**src/rtl/op_imm_issue.sv**
```systemverilog
`default_nettype none
// ============================================================================
// Module      : op_imm_issue
// Description : Issue stage for RV32I OP-IMM instructions (ADDI, SLTI, SLTIU,
//               XORI, ORI, ANDI). Decodes the offered instruction word, reads
//               rs1 from the register file, sign-extends the 12-bit immediate
//               and presents registered operands to alu_register_immediate.
//               A 32-entry busy scoreboard (cleared by writeback) stalls
//               read-after-write hazards. Unsupported words are consumed and
//               flagged with a one-cycle illegal_instruction pulse.
// Ports       :
//   clock, reset_n                 rising-edge clock, async active-low reset
//   instruction_valid/instruction  offered instruction word
//   instruction_ready              combinational accept indication
//   rf_read_address/rf_read_data   same-cycle register-file read of rs1
//   wb_valid/wb_rd                 writeback commit, clears busy[wb_rd]
//   alu_register_immediate_enable  one-cycle issue pulse to the ALU
//   funct3/rs1/immediate12_itype   registered ALU operands
//   rd_index                       registered destination index
//   illegal_instruction            one-cycle pulse for unsupported words
//   issued_count                   instructions issued since reset
// Revision    : 1.0 - initial release
// ============================================================================
module op_imm_issue #(
  parameter int XLEN        = 32,
  parameter int COUNT_WIDTH = 32
) (
  input  logic                   clock,
  input  logic                   reset_n,
  input  logic                   instruction_valid,
  input  logic [31:0]            instruction,
  output logic                   instruction_ready,
  output logic [4:0]             rf_read_address,
  input  logic [XLEN-1:0]        rf_read_data,
  input  logic                   wb_valid,
  input  logic [4:0]             wb_rd,
  output logic                   alu_register_immediate_enable,
  output logic [2:0]             funct3,
  output logic [XLEN-1:0]        rs1,
  output logic [XLEN-1:0]        immediate12_itype,
  output logic [4:0]             rd_index,
  output logic                   illegal_instruction,
  output logic [COUNT_WIDTH-1:0] issued_count
);

  localparam logic [6:0] C_OPCODE_OP_IMM = 7'b0010011;

  // Field decode
  logic [6:0]      w_opcode;
  logic [4:0]      w_rd;
  logic [2:0]      w_funct3;
  logic [4:0]      w_rs1_index;
  logic [XLEN-1:0] w_immediate;

  assign w_opcode    = instruction[6:0];
  assign w_rd        = instruction[11:7];
  assign w_funct3    = instruction[14:12];
  assign w_rs1_index = instruction[19:15];
  assign w_immediate = {{(XLEN-12){instruction[31]}}, instruction[31:20]};

  assign rf_read_address = w_rs1_index;

  // Registered state
  logic [31:0]            r_busy;
  logic                   r_enable;
  logic                   r_illegal;
  logic [2:0]             r_funct3;
  logic [XLEN-1:0]        r_rs1;
  logic [XLEN-1:0]        r_immediate;
  logic [4:0]             r_rd_index;
  logic [COUNT_WIDTH-1:0] r_issued_count;

  // Handshake / classification
  logic        w_hazard;
  logic        w_accept;
  logic        w_supported;
  logic        w_issue;
  logic        w_reject;
  logic [31:0] w_busy_next;

  // x0 is never a real dependency, so it cannot stall.
  assign w_hazard          = instruction_valid && (w_rs1_index != 5'd0) && r_busy[w_rs1_index];
  assign instruction_ready = !w_hazard;
  assign w_accept          = instruction_valid && instruction_ready;

  // Shifts (funct3 1 and 5) live in this opcode but are not handled here.
  assign w_supported = (w_opcode == C_OPCODE_OP_IMM) &&
                       (w_funct3 != 3'd1) && (w_funct3 != 3'd5);
  assign w_issue     = w_accept && w_supported;
  assign w_reject    = w_accept && !w_supported;

  // Scoreboard update: clear from writeback first so that an issue to the
  // same index in the same cycle leaves the bit set.
  always_comb begin
    w_busy_next = r_busy;
    if (wb_valid) begin
      w_busy_next[wb_rd] = 1'b0;
    end
    if (w_issue && (w_rd != 5'd0)) begin
      w_busy_next[w_rd] = 1'b1;
    end
    w_busy_next[0] = 1'b0;
  end

  always_ff @(posedge clock or negedge reset_n) begin
    if (!reset_n) begin
      r_busy         <= '0;
      r_enable       <= 1'b0;
      r_illegal      <= 1'b0;
      r_funct3       <= '0;
      r_rs1          <= '0;
      r_immediate    <= '0;
      r_rd_index     <= '0;
      r_issued_count <= '0;
    end else begin
      r_busy    <= w_busy_next;
      r_enable  <= w_issue;
      r_illegal <= w_reject;
      if (w_issue) begin
        r_funct3       <= w_funct3;
        r_rs1          <= (w_rs1_index == 5'd0) ? '0 : rf_read_data;
        r_immediate    <= w_immediate;
        r_rd_index     <= w_rd;
        r_issued_count <= r_issued_count + COUNT_WIDTH'(1);
      end
    end
  end

  assign alu_register_immediate_enable = r_enable;
  assign illegal_instruction           = r_illegal;
  assign funct3                        = r_funct3;
  assign rs1                           = r_rs1;
  assign immediate12_itype             = r_immediate;
  assign rd_index                      = r_rd_index;
  assign issued_count                  = r_issued_count;

endmodule
`default_nettype wire

```
**config.mk**
```make
export PLATFORM = sky130hd
export DESIGN_NAME = op_imm_issue
export DESIGN_NICKNAME = d
export VERILOG_FILES = /design/src/rtl/op_imm_issue.sv
export SDC_FILE = /design/constraint.sdc
export NUM_CORES = 1
export LEC_CHECK = 0
export ABC_AREA = 1
export CORE_MARGIN = 4
export CORE_UTILIZATION = 45
export DETAILED_ROUTE_END_ITERATION = 8
export GPL_TIMING_DRIVEN = 0
export HOLD_SLACK_MARGIN = 0.1
export PLACE_DENSITY = 0.8
export RECOVER_POWER = 50
export SLEW_MARGIN = 20
export SYNTH_ARGS = -nofsm -noshare
export SYNTH_HDL_FRONTEND = slang
export SYNTH_SLANG_ARGS = --single-unit
```
**constraint.sdc**
```tcl
create_clock -name clock -period 2.9 [get_ports clock]
set_input_delay 0.29 -clock clock [delete_from_list [all_inputs] [get_ports clock]]
set_output_delay 0.29 -clock clock [all_outputs]
set_load 0.05 [all_outputs]
```
== Yosys cells after proc, flatten, opt, wreduce, memory -nomap -nowiden ==
Index checks and enable logic that the tools add are counted.

* Register bits: 117
* Input port bits: 73
* Logic and storage cells: 44
* Output and inout port bits: 112

* Bitwise gates (word level): 3
* Magnitude comparators: 5
* Muxes and demuxes: 9
* $add $sub $neg: 1
* Reduce and logical (&&, ||, !) cells: 15
* Eq/ne operators: 3

{| class="wikitable"
|+ Operators with widths
! operator !! number
|-
| 32-bit 2-to-1 mux || 3
|-
| 32-bit by 1-bit adder with 32-bit output (second input constant) || 1
|-
| 32-bit bitwise AND || 1
|-
| 32-bit NOT || 1
|-
| 32-bit bitwise OR || 1
|-
| 5-bit by 6-bit less-than comparator with 1-bit output (second input constant) || 3
|-
| 1-bit demux with 5-bit select || 2
|-
| 5-bit by 1-bit >= comparator with 1-bit output (second input constant) || 2
|-
| 1-bit logical AND || 10
|-
| 5-bit nonzero test || 2
|-
| 7-bit by 5-bit == test with 1-bit output (second input constant) || 1
|-
| 1-bit binary-select mux with 5-bit select || 1
|-
| 5-bit logical NOT || 1
|-
| 1-bit 2-to-1 mux || 3
|-
| 3-bit by 1-bit != test with 1-bit output (second input constant) || 1
|-
| 3-bit != test (second input constant) || 1
|-
| 1-bit logical NOT || 2
|}

== Logic depth before layout (Yosys ltp) ==
Gate-level depths: netlist of the first run.

* Depth after elaboration: 9
* Depth in mapped cells: 16
* Mapped depth without buffers: 13

== Worst setup path before layout of the first run ==
OpenSTA, ideal clock, no wires.

* Path type: reg2reg
* From: register r_issued_count[2] (netlist: issued_count[2])
* To: register r_issued_count[25] (netlist: issued_count[25])
* Period minus slack after synthesis: 1.995 ns
* Setup slack: 0.905 ns
* Library setup time: 0.120 ns
* Stages on the path, launching flop included: 9
* Path buffers: 0
* Arrival time: 1.875 ns
* Cell sequence: dfrtp_1 > nand3_1 > nor2_1 > nand3_1 > nor2_1 > nand2_1 > xnor2_1 > nand3_1 > nand2_1

* Word-level cells in the longest chain between the ends: 1

{| class="wikitable"
|+ Ends and longest elaborated chain
! item !! line !! text
|-
| start: declaration || 71 || <nowiki>logic [COUNT_WIDTH-1:0] r_issued_count;</nowiki>
|-
| start signal: assignment || 124 || <nowiki>r_issued_count <= r_issued_count + COUNT_WIDTH'(1);</nowiki>
|-
| 32-bit by 1-bit adder with 32-bit output || 124 ||
|}

No other way between the ends.
A chain may end at the register's enable or synchronous reset.

== Worst setup path in the final report of the first run ==
* From: input port instruction[17]
* To: output port instruction_ready

* Word-level cells in the longest chain between the ends: 4

{| class="wikitable"
|+ Ends and longest elaborated chain
! item !! line !! text
|-
| start: declaration || 31 || <nowiki>input logic [31:0] instruction,</nowiki>
|-
| 1-bit binary-select mux with 5-bit select or 5-bit nonzero test (tied branches) || 82 || <nowiki>assign w_hazard = instruction_valid && (w_rs1_index != 5'd0) && r_busy[w_rs1_index];</nowiki>
|-
| 1-bit 2-to-1 mux (not written as such) or 1-bit logical AND (tied branches) || 82 ||
|-
| 1-bit logical AND * || 82 ||
|-
| 1-bit logical NOT * || 83 || <nowiki>assign instruction_ready = !w_hazard;</nowiki>
|-
| end: declaration || 32 || <nowiki>output logic instruction_ready,</nowiki>
|}

Mark *: on every way between the ends. The rest lies on a longest branch, timed or not. The select of a mux whose other input is x is not followed.

==> summary.txt, run 1 <==
Setup path
  – Crit start category: primary input
  – Setup CP Type: primary input to output pin
  – Critical path required time: 2.61 ns
  – Critical Path Fanout Max: 8
  – CP Capture Type: output pin
  – Critical Path AT: 2.46 ns

Logic synthesis
  – Post-synthesis simple-gate area fraction: 0.349
  – Async set-reset flop share out of synthesis: 1.00
  – XOR/XNOR Fraction of Synth Area: 0.0405
  – EDFF count, synth: 0
  – Register area share after synthesis: 0.452
  – Syn Area/Cell: 7.67 sq um
  – Top cells by area, synth: dfrtp_1 (45%), nand2_1 (18%), nand3_1 (6.9%)
  – Syn_nets: 919
  – Most numerous cell in the Yosys netlist: nand2_1
  – Synth area leader: dfrtp_1
  – Area share of the largest cell type after synthesis: 0.452
  – Ys Warns: 0
  – Yosys reg bits: 117
  – Largest family of logic cells by synthesized area: simple AND/OR/NAND/NOR gates
  – Mux cell area share after synthesis: 0
  – Compound-gate portion of the synthesized area: 0.0618
  – Synth unique cells: 26
  – Post-synthesis instance total: 845
  – Most used DFF post-synth: dfrtp_1
  – Adder-Cell Fraction of Synth Area: 0.00193
  – Mapped Area: 6480 sq um
  – Post-synth top cells: nand2_1 (318), dfrtp_1 (117), nand3_1 (90)

Clock tree
  – Clock sinks: 117
  – CTS HTree Levels: 4
  – CTS Buffer Depth: 2
  – Clk Latency, worst-skew pair: 0.42 ns
  – Clock Pin Slew Worst Setup and Hold Paths: 0.05 ns
  – CTS tree: built
  – Post CTS Setup Buffer Count: 0
  – Clk root buf: clkbuf_16
  – Total CTS buffers: 17

Route
  – WL met2: 9.75 mm
  – Met1 wire length: 7.82 mm
  – Routed via count: 6,387
  – First-pass iteration count of the detailed router: 5
  – Residual DRC: 0
  – DR iter-0 viols: 517
  – Met3 WL post-DR: 1.42 mm
  – DRT Wirelength: 19.6 mm
  – Highest Signal Layer: met5
  – Antenna Nets Post-Route: 0
  – Routed len/inst: 15.8 um
  – Vias per cell: 5.15

Power
  – Power density cells: 511 nW/um^2
  – Leakage: 4.62 nW
  – Max rail drop VDD: 0.399 mV

Hold path
  – Hold Path Class: primary input to register

Floorplan
  – Row cnt: 43
  – Die area: 16,400 sq um
  – Die Ht: 128 um
  – Die width: 128 um
  – Starting Density: 0.464
  – Core box area: 14,000 sq um
  – Total I/O pin count: 185

Placement
  – Gpl congestion: 1.01
  – Inst Count DP: 1,208
  – DP Wirelength: 14.6 mm
  – Post-place setup slack: -0.0344 ns
  – Port Buffers: 182

Finish
  – Post-route insts no fill: 1,239
  – Register area: 2930 sq um
  – Share of post-route cells with drive strength above 1: 0.0803
  – Nets: 1,122
  – Area grow syn2layout: 40.6%
  – Area occupied by multi-input gates: 2940 sq um
  – ANT cells: 0
  – FILL cells: 1,236

Run
  – MaxCap Viol Count: 1

Global route
  – Largest net degree at the start of global routing: 79
  – Total gr overflow: 0
  – Initial antenna violation count: 1
  – GRT Util Overall: 0.245
  – Vias in the first global route: 6,394
  – Global-route wire length before repair: 31.8 mm

STA
  – Final Hold Fails: 0
  – Worst setup margin: 0.149 ns
  – Setup violators final: 0
  – Worst rel slew slack: -0.506
  – Final min period: 2.75 ns
  – Final period util: 0.949
  – Fin Clk Skew: 0.00617 ns
  – Max Slew Vio Count: 40
  – Final setup TNS: 0 ns
  – Final hold slack: 0.432 ns
  – Worst-Margin Slew: 2.26 ns
  – RSZ-0062 raised after global routing: no
  – Max Freq: 363 MHz

Run status
  – Run status: finished with violations
  – Violated checks: capacitance limit, slew limit
## worst max-delay path: stages
cell and delay (ns):
clkdlybuf4s50_1 0.56, nor3_1 0.21, nand3_1 0.29, nand2_1 0.16, inv_2 0.04, nand3_2 0.08, clkdlybuf4s50_1 0.82
## cells by family (layout without fill, tap and decap cells)
kind of cell,count (synthesis),in the layout
and+or+nand+nor,519,519
DFF,117,117
buffers and inverters,116,330
AOI/OAI and AO/OA,62,62
xor gates and xnor gates,30,30
adders and majority gates,1,1
## per-stage QoR
stage / utilization / area [sq um] / total power [W]
after floorplan: - / 6480 / 0.00237
after global placement: 0.610 / 8530 / 0.00272
after detailed placement: 0.612 / 8560 / 0.00274
after CTS: 0.652 / 9120 / 0.00471
after global routing: 0.652 / 9120 / 0.00486
final: 0.652 / 9120 / 0.00466
## worst paths after layout
check	from	endpoint	slack [ns]	depth (start not counted)
setup reg to reg	issued_count[0]	issued_count[31]	0.90	8
setup / recovery	instruction[17]	instruction_ready	0.15	7
max in group asynchronous	reset_n	r_busy[9]	0.51	2
hold / removal	instruction[27]	immediate12_itype[7]	0.43	3
min in group asynchronous	reset_n	issued_count[16]	1.09	2
hold reg to reg	rs1[18]	rs1[18]	0.46	2
## layer usage
layer  GRT usage  vias up
li1            -     3104
met4       0.102        2
met3      0.0596       47
met1       0.302     2993
met2       0.413      241
met5           0        -
## cell usage in the layout (no fill, tap or decap), types with 3 or more instances in the layout
cell type / Yosys / routed
xnor2_1: 12 / 12
nand3b_1: 32 / 32
clkinv_2: 0 / 3
inv_1: 50 / 50
nand3_1: 90 / 90
nand2_1: 318 / 318
buf_1: 3 / 3
inv_2: 3 / 3
clkbuf_1: 9 / 14
nand4_1: 7 / 7
clkdlybuf4s50_1: 0 / 125
buf_4: 32 / 32
clkbuf_8: 0 / 5
dfrtp_1: 117 / 117
a21boi_0: 5 / 5
nor3_1: 21 / 21
buf_6: 6 / 6
dlygate4sd3_1: 0 / 57
buf_2: 12 / 12
a21oi_1: 26 / 26
nor2_1: 40 / 40
clkbuf_16: 0 / 17
o21bai_1: 31 / 31
xor2_1: 18 / 18
nor4_1: 7 / 7
## timing repair
item                                   CTS  global route
resized for setup                        0             0
endpoints found under the hold margin   39             0
hold buffers                             1             0
## area by class of cell
type / instances / share of cell area
multi-input combinational: 612 / 0.322
clock inverter: 4 / 0.00494
sequential: 117 / 0.321
inverter: 54 / 0.0225
tap: 180 / 0.0247
timing repair buffer: 184 / 0.203
buffer: 62 / 0.0453
clock buffer: 26 / 0.0559
## registers in the layout (all words and copies together), names as in the netlist
name	flops
funct3	3
immediate12_itype	12
alu_register_immediate_enable	1
illegal_instruction	1
rd_index	5
r_busy	31
issued_count	32
rs1	32
## power by group
part | switching (W) | internal, W
combinational | 0.000548 | 0.000347
clock | 0.000684 | 0.00128
sequential | 0.0000477 | 0.00176
total | 0.00128 | 0.00338
Power figures use the tool's default switching activity.
==> inputs of run 2 (changes only) <==
CTS_CLUSTER_DIAMETER = 40   (was unset)
GPL_TIMING_DRIVEN = 1   (was 0)
==> summary.txt, run 2 (synthesis results as in run 1) <==
Placement
  – Inst Count DP: 1,161 (-3.9%)
  – DP Wirelength: 13.2 mm (-10%)
  – Gpl congestion: 0.895 (-11%)
  – Post-place setup slack: 0.341 ns (+0.376 ns)
  – Port Buffers: 184 (+1.1%)

Global route
  – Global-route wire length before repair: 31.0 mm (-2.6%)
  – Largest net degree at the start of global routing: 86 (+8.9%)
  – GRT Util Overall: 0.237 (-0.00857)
  – Total gr overflow: 0 (unchanged)
  – Initial antenna violation count: 1 (unchanged)
  – Vias in the first global route: 6,113 (-4.4%)

Clock tree
  – CTS tree: built
  – Clock Pin Slew Worst Setup and Hold Paths: 0.06 ns (about the same)
  – CTS Buffer Depth: 2 (unchanged)
  – Cts repair resizes: 0 (unchanged)
  – Clock sinks: 117 (unchanged)
  – CTS HTree Levels: 4 (unchanged)
  – Clk Latency, worst-skew pair: 0.42 ns (about the same)
  – Total CTS buffers: 17 (unchanged)
  – Clk root buf: clkbuf_16

STA
  – Max Slew Vio Count: 0 (-100%)
  – Setup violators final: 0 (unchanged)
  – Worst-Margin Slew: 1.30 ns (-0.963 ns)
  – RSZ-0062 raised after global routing: no
  – Fin Clk Skew: 0.00657 ns (+0.000395 ns)
  – Final min period: 2.35 ns (-0.401 ns)
  – Final Hold Fails: 0 (unchanged)
  – Final period util: 0.811 (-0.138)
  – Worst rel slew slack: 0.136 (+0.642)
  – Final setup TNS: 0 ns (unchanged)
  – Final hold slack: 0.436 ns (+0.00463 ns)
  – Worst setup margin: 0.549 ns (+0.401 ns)
  – Max Freq: 425 MHz (+17%)

Floorplan
  – Core box area: 14,000 sq um (unchanged)
  – Row cnt: 43 (unchanged)
  – Die width: 128 um (unchanged)
  – Die area: 16,400 sq um (unchanged)
  – Die Ht: 128 um (unchanged)
  – Total I/O pin count: 185 (unchanged)
  – Starting Density: 0.464 (unchanged)

Run
  – MaxCap Viol Count: 0 (-1)

Setup path
  – Critical Path Fanout Max: 38 (+30)
  – Worst R2R End: issued_count[31]
  – Setup CP Type: primary input to register
  – CP Capture Type: register
  – Critical Path AT: 2.70 ns (+0.24 ns)
  – Critical path required time: 3.25 ns (+0.64 ns)
  – Worst r2r path cells: 8 (unchanged)
  – Flop2flop setup slack: 0.90 ns (about the same)
  – Crit start category: primary input
  – RR Startpoint: issued_count[1]

Power
  – Power density cells: 555 nW/um^2 (+8.7%)
  – Max rail drop VDD: 0.397 mV (-0.52%)
  – Leakage: 4.48 nW (-3.1%)

Route
  – Met3 WL post-DR: 1.33 mm (-6.4%)
  – WL met2: 9.49 mm (-2.7%)
  – Met1 wire length: 7.74 mm (-0.98%)
  – DR iter-0 viols: 596 (+15%)
  – First-pass iteration count of the detailed router: 7 (+2)
  – Routed via count: 6,272 (-1.8%)
  – Residual DRC: 0 (unchanged)
  – Routed len/inst: 16.0 um (+1.4%)
  – Highest Signal Layer: met5
  – Vias per cell: 5.25 (+1.9%)
  – DRT Wirelength: 19.1 mm (-2.3%)
  – Antenna Nets Post-Route: 0 (unchanged)

Finish
  – Share of post-route cells with drive strength above 1: 0.0503 (-0.0300)
  – Nets: 1,075 (-4.2%)
  – FILL cells: 1,227 (-0.73%)
  – Commonest cells after routing, fill and taps aside: nand2_1 (318), clkdlybuf4s50_1 (129), dfrtp_1 (117)
  – ANT cells: 0 (unchanged)
  – Final core utilization: 0.640 (-0.0115)
  – Commonest non-fill, non-tap cell in the layout: nand2_1
  – Area grow syn2layout: 38.1%
  – Post-route insts no fill: 1,194 (-3.6%)

Hold path
  – Hold Path Class: primary input to register
  – Hold depth: 3 (unchanged)
  – Hold Crit Endpoint: immediate12_itype[6]
  – Hold_sp: instruction[26]

Run status
  – Run status: completed
[run 2: cell types whose count changed in the layout (fill, tap and decap cells not counted), moves of 3 or more]
| cell | previous run | this run |
|---|---|---|
| buf_4 | 32 | 7 |
| clkbuf_1 | 14 | 4 |
| buf_1 | 3 | 0 |
| buf_12 | 0 | 5 |
| dlygate4sd3_1 | 57 | 54 |
| bufinv_16 | 1 | 4 |
| clkdlybuf4s50_1 | 125 | 129 |
| buf_2 | 12 | 0 |
| buf_6 | 6 | 0 |
[run 2: cell type report]
cell class                 count  area (sq um)  area share
clock buffer                  24           512      0.0571
clock inverter                 8           143      0.0159
inverter                      54           205      0.0229
multi-input combinational    612          2940       0.328
sequential                   117          2930       0.327
tap                          180           225      0.0252
timing repair buffer         199          2000       0.223
[run 2: per-stage QoR]
stage	cell area, sq um	power (W)
after floorplan	6480	0.00237
after global placement	8310	0.00270
after detailed placement	8310	0.00271
after CTS	8970	0.00503
after global routing	8950	0.00517
final	8950	0.00497
[run 2: critical path, stage by stage]
cell	delay, ns
dlygate4sd3_1	0.65
buf_4	0.25
nand2_1	0.08
nand3_1	0.08
nand3_1	0.07
nand3_1	0.10
nand3_1	0.07
nand3_1	0.19
nand2_1	0.12
inv_2	0.11
buf_4	0.38
nand3b_1	0.17
nand2_1	0.12
[run 2: what timing repair did]
action	CTS	global route
hold buffers	1	0
hold endpoints to repair	45	0
setup buffers	0	0
[run 2: worst max-delay path by stage]
stage / from / endpoint / slack (ns) / depth (start not counted)
6_report: instruction[15] / rs1[16] / 0.55 / 13
3_3_place_gp: instruction[15] / immediate12_itype[5] / 0.40 / 13
4_1_cts: immediate12_itype[11] / immediate12_itype[28] / 0.58 / 1
3_5_place_dp: instruction[15] / rs1[9] / 0.34 / 13
2_1_floorplan: issued_count[2] / issued_count[25] / 0.91 / 8
5_1_grt: reset_n / rd_index[3] / 0.25 / 3
[run 2: per-layer routing]
layer  global-route usage  vias up
met5                    0        -
li1                     -     3013
met1                0.302     2938
met2                0.394      271
met3               0.0463       48
met4                0.101        2
[run 2: power breakdown]
| group | switching (W) | internal, W | leakage, nW |
|---|---|---|---|
| clock network | 0.000732 | 0.00157 | 0.322 |
| registers | 0.0000476 | 0.00176 | 1.57 |
| logic | 0.000542 | 0.000325 | 2.59 |
==> inputs of run 3 (changes only) <==
CORE_UTILIZATION = 44   (was 45)
PLACE_DENSITY = 0.82   (was 0.8)
clock period = 2.1 ns   (was 2.9 ns; I/O delays follow)
==> summary.txt, run 3 (synthesis results as in run 1) <==
Run status
  – Run status: completed

Finish
  – Nets: 1,100 (+2.3%)
  – Final core utilization: 0.629 (-0.0116)
  – Commonest non-fill, non-tap cell in the layout: nand2_1
  – Share of post-route cells with drive strength above 1: 0.0760 (+0.0257)
  – Area grow syn2layout: 40.4%
  – FILL cells: 1,266 (+3.2%)
  – Commonest cells after routing, fill and taps aside: nand2_1 (318), clkdlybuf4s50_1 (132), dfrtp_1 (117)
  – ANT cells: 0 (unchanged)

Floorplan
  – Die area: 16,700 sq um (+2.1%)
  – Die width: 129 um (+1.1%)
  – Core box area: 14,500 sq um (+3.5%)
  – Row cnt: 44 (+2.3%)
  – Starting Density: 0.448 (-0.0157)
  – Total I/O pin count: 185 (unchanged)
  – Die Ht: 129 um (+1.1%)

STA
  – Max Slew Vio Count: 0 (unchanged)
  – Final Hold Fails: 0 (unchanged)
  – Setup violators final: 0 (unchanged)
  – Max Freq: 504 MHz
  – RSZ-0062 raised after global routing: no
  – Worst setup margin: 0.117 ns (-0.432 ns)
  – Final period util: 0.944
  – Worst-Margin Slew: 1.13 ns (-0.162 ns)
  – Final min period: 1.98 ns
  – Worst rel slew slack: 0.244 (+0.108)
  – Fin Clk Skew: 0.00625 ns (-0.000315 ns)

Global route
  – Total gr overflow: 0 (unchanged)
  – Grt met3 use: 0.0482 (+0.00198)
  – Largest net degree at the start of global routing: 72 (-16%)
  – Met1 Use GR: 0.288 (-0.0141)
  – Vias in the first global route: 6,113 (unchanged)
  – Grt met2 use: 0.376 (-0.0181)
  – Layer with the highest usage: met2
  – Global-route wire length before repair: 30.3 mm (-2.0%)
  – Initial antenna violation count: 0 (-1)
  – GRT Util Overall: 0.227 (-0.00980)

Route
  – Vias per cell: 5.13 (-2.2%)
  – Routed len/inst: 15.3 um (-4.7%)
  – Residual DRC: 0 (unchanged)
  – DRT Wirelength: 18.7 mm (-2.4%)
  – DR iter-0 viols: 607 (+1.8%)
  – Antenna Nets Post-Route: 0 (unchanged)
  – First-pass iteration count of the detailed router: 6 (-1)
  – Routed via count: 6,280 (+0.13%)

Setup path
  – Cell Chain, Critical Path: clkdlybuf4s50_1
  – CP Capture Type: output pin
  – Crit start category: register
  – Critical path required time: 1.89 ns (-1.36 ns)
  – CP max-delay cell: clkdlybuf4s50_1
  – Setup CP Type: register to output pin
  – Critical Path AT: 1.77 ns (-0.93 ns)
  – Critical path's top delay family: buffers and inverters
  – Slowest stage delay, CP: 0.86 ns (+0.21 ns)
  – Critical Path Fanout Max: 7 (-82%)
  – CP bufs+invs: 1 (-3)

Clock tree
  – CTS HTree Levels: 4 (unchanged)
  – Total CTS buffers: 17 (unchanged)
  – Clk root buf: clkbuf_16
  – Post CTS Setup Buffer Count: 0 (unchanged)
  – CTS Buffer Depth: 2 (unchanged)
  – Clock Pin Slew Worst Setup and Hold Paths: 0.06 ns (about the same)
  – Clk Latency, worst-skew pair: 0.42 ns (about the same)
  – Clock sinks: 117 (unchanged)
  – CTS tree: built

Power
  – Post-layout power: 0.00668 W (+34%)
  – Power density cells: 734 nW/um^2 (+32%)
  – Leakage: 4.60 nW (+2.6%)
  – Max rail drop VDD: 0.564 mV (+42%)

Run
  – MaxCap Viol Count: 0 (unchanged)

Placement
  – DP Wirelength: 13.2 mm (+0.71%)
  – Gpl congestion: 0.990 (+11%)
  – Post-place setup slack: -0.236 ns (-0.577 ns)
  – Port Buffers: 184 (unchanged)

Hold path
  – Hold Path Class: primary input to register
==> run 3: cell count changes in the layout (fill, tap and decap cells not counted), sizes merged <==
cell           change
buf               +28
dlygate4sd3       -30
clkdlybuf4s50      +3
dlygate4sd2       +21
clkbuf             +1
bufinv             -1
clkinv             +3
==> run 3: through the flow <==
stage,cells,TNS [ns],area (sq um),hold slack [ns]
finish,1223,0,9100,0.346
global route,1223,0,9100,0.355
CTS,1223,0,9150,0.332
detailed placement,1190,-20.76,8560,0.222
global placement,1190,-17.21,8560,0.220
floorplan,845,0,6480,-0.0856
==> run 3: cell type report <==
cell class,instances,area [sq um],share of cell area
Multi-Input combinational cell,612,2940,0.323
Clock buffer,22,474,0.0521
Timing Repair Buffer,224,2190,0.241
Tap cell,184,230,0.0253
Sequential cell,117,2930,0.322
Clock inverter,10,128,0.0140
Inverter,54,205,0.0225
==> run 3: layer usage <==
layer	share of wire	vias up
li1	-	3048
met1	0.41	2927
met2	0.49	260
met3	0.073	45
met4	0.029	0
met5	0	-
==> run 3: worst paths after layout <==
kind                            startpoint                    to  slack [ns]  depth (start not counted)
min                        instruction[25]  immediate12_itype[5]        0.35                          3
min reg2reg                    rd_index[0]           rd_index[0]        0.46                          2
min in group asynchronous          reset_n      issued_count[11]        0.62                          3
max in group asynchronous          reset_n               rs1[16]        0.74                          3
max                        issued_count[5]       issued_count[5]        0.12                          1
max reg2reg                issued_count[0]      issued_count[22]        0.26                          6
==> run 3: power by group <==
group | switching (W) | internal [W] | total (W)
logic | 0.000753 | 0.000471 | 0.00122
registers | 0.0000654 | 0.00242 | 0.00249
clock network | 0.00102 | 0.00194 | 0.00297
==> run 3: timing repair <==
| action | 4_1_cts | 5_1_grt |
|---|---|---|
| hold endpoints to repair | 117 | 0 |
| hold buffers | 1 | 0 |
| endpoints found under the setup margin | 21 | 11 |
| gates resized for setup | 21 | 2 |
| cloned | 0 | 0 |
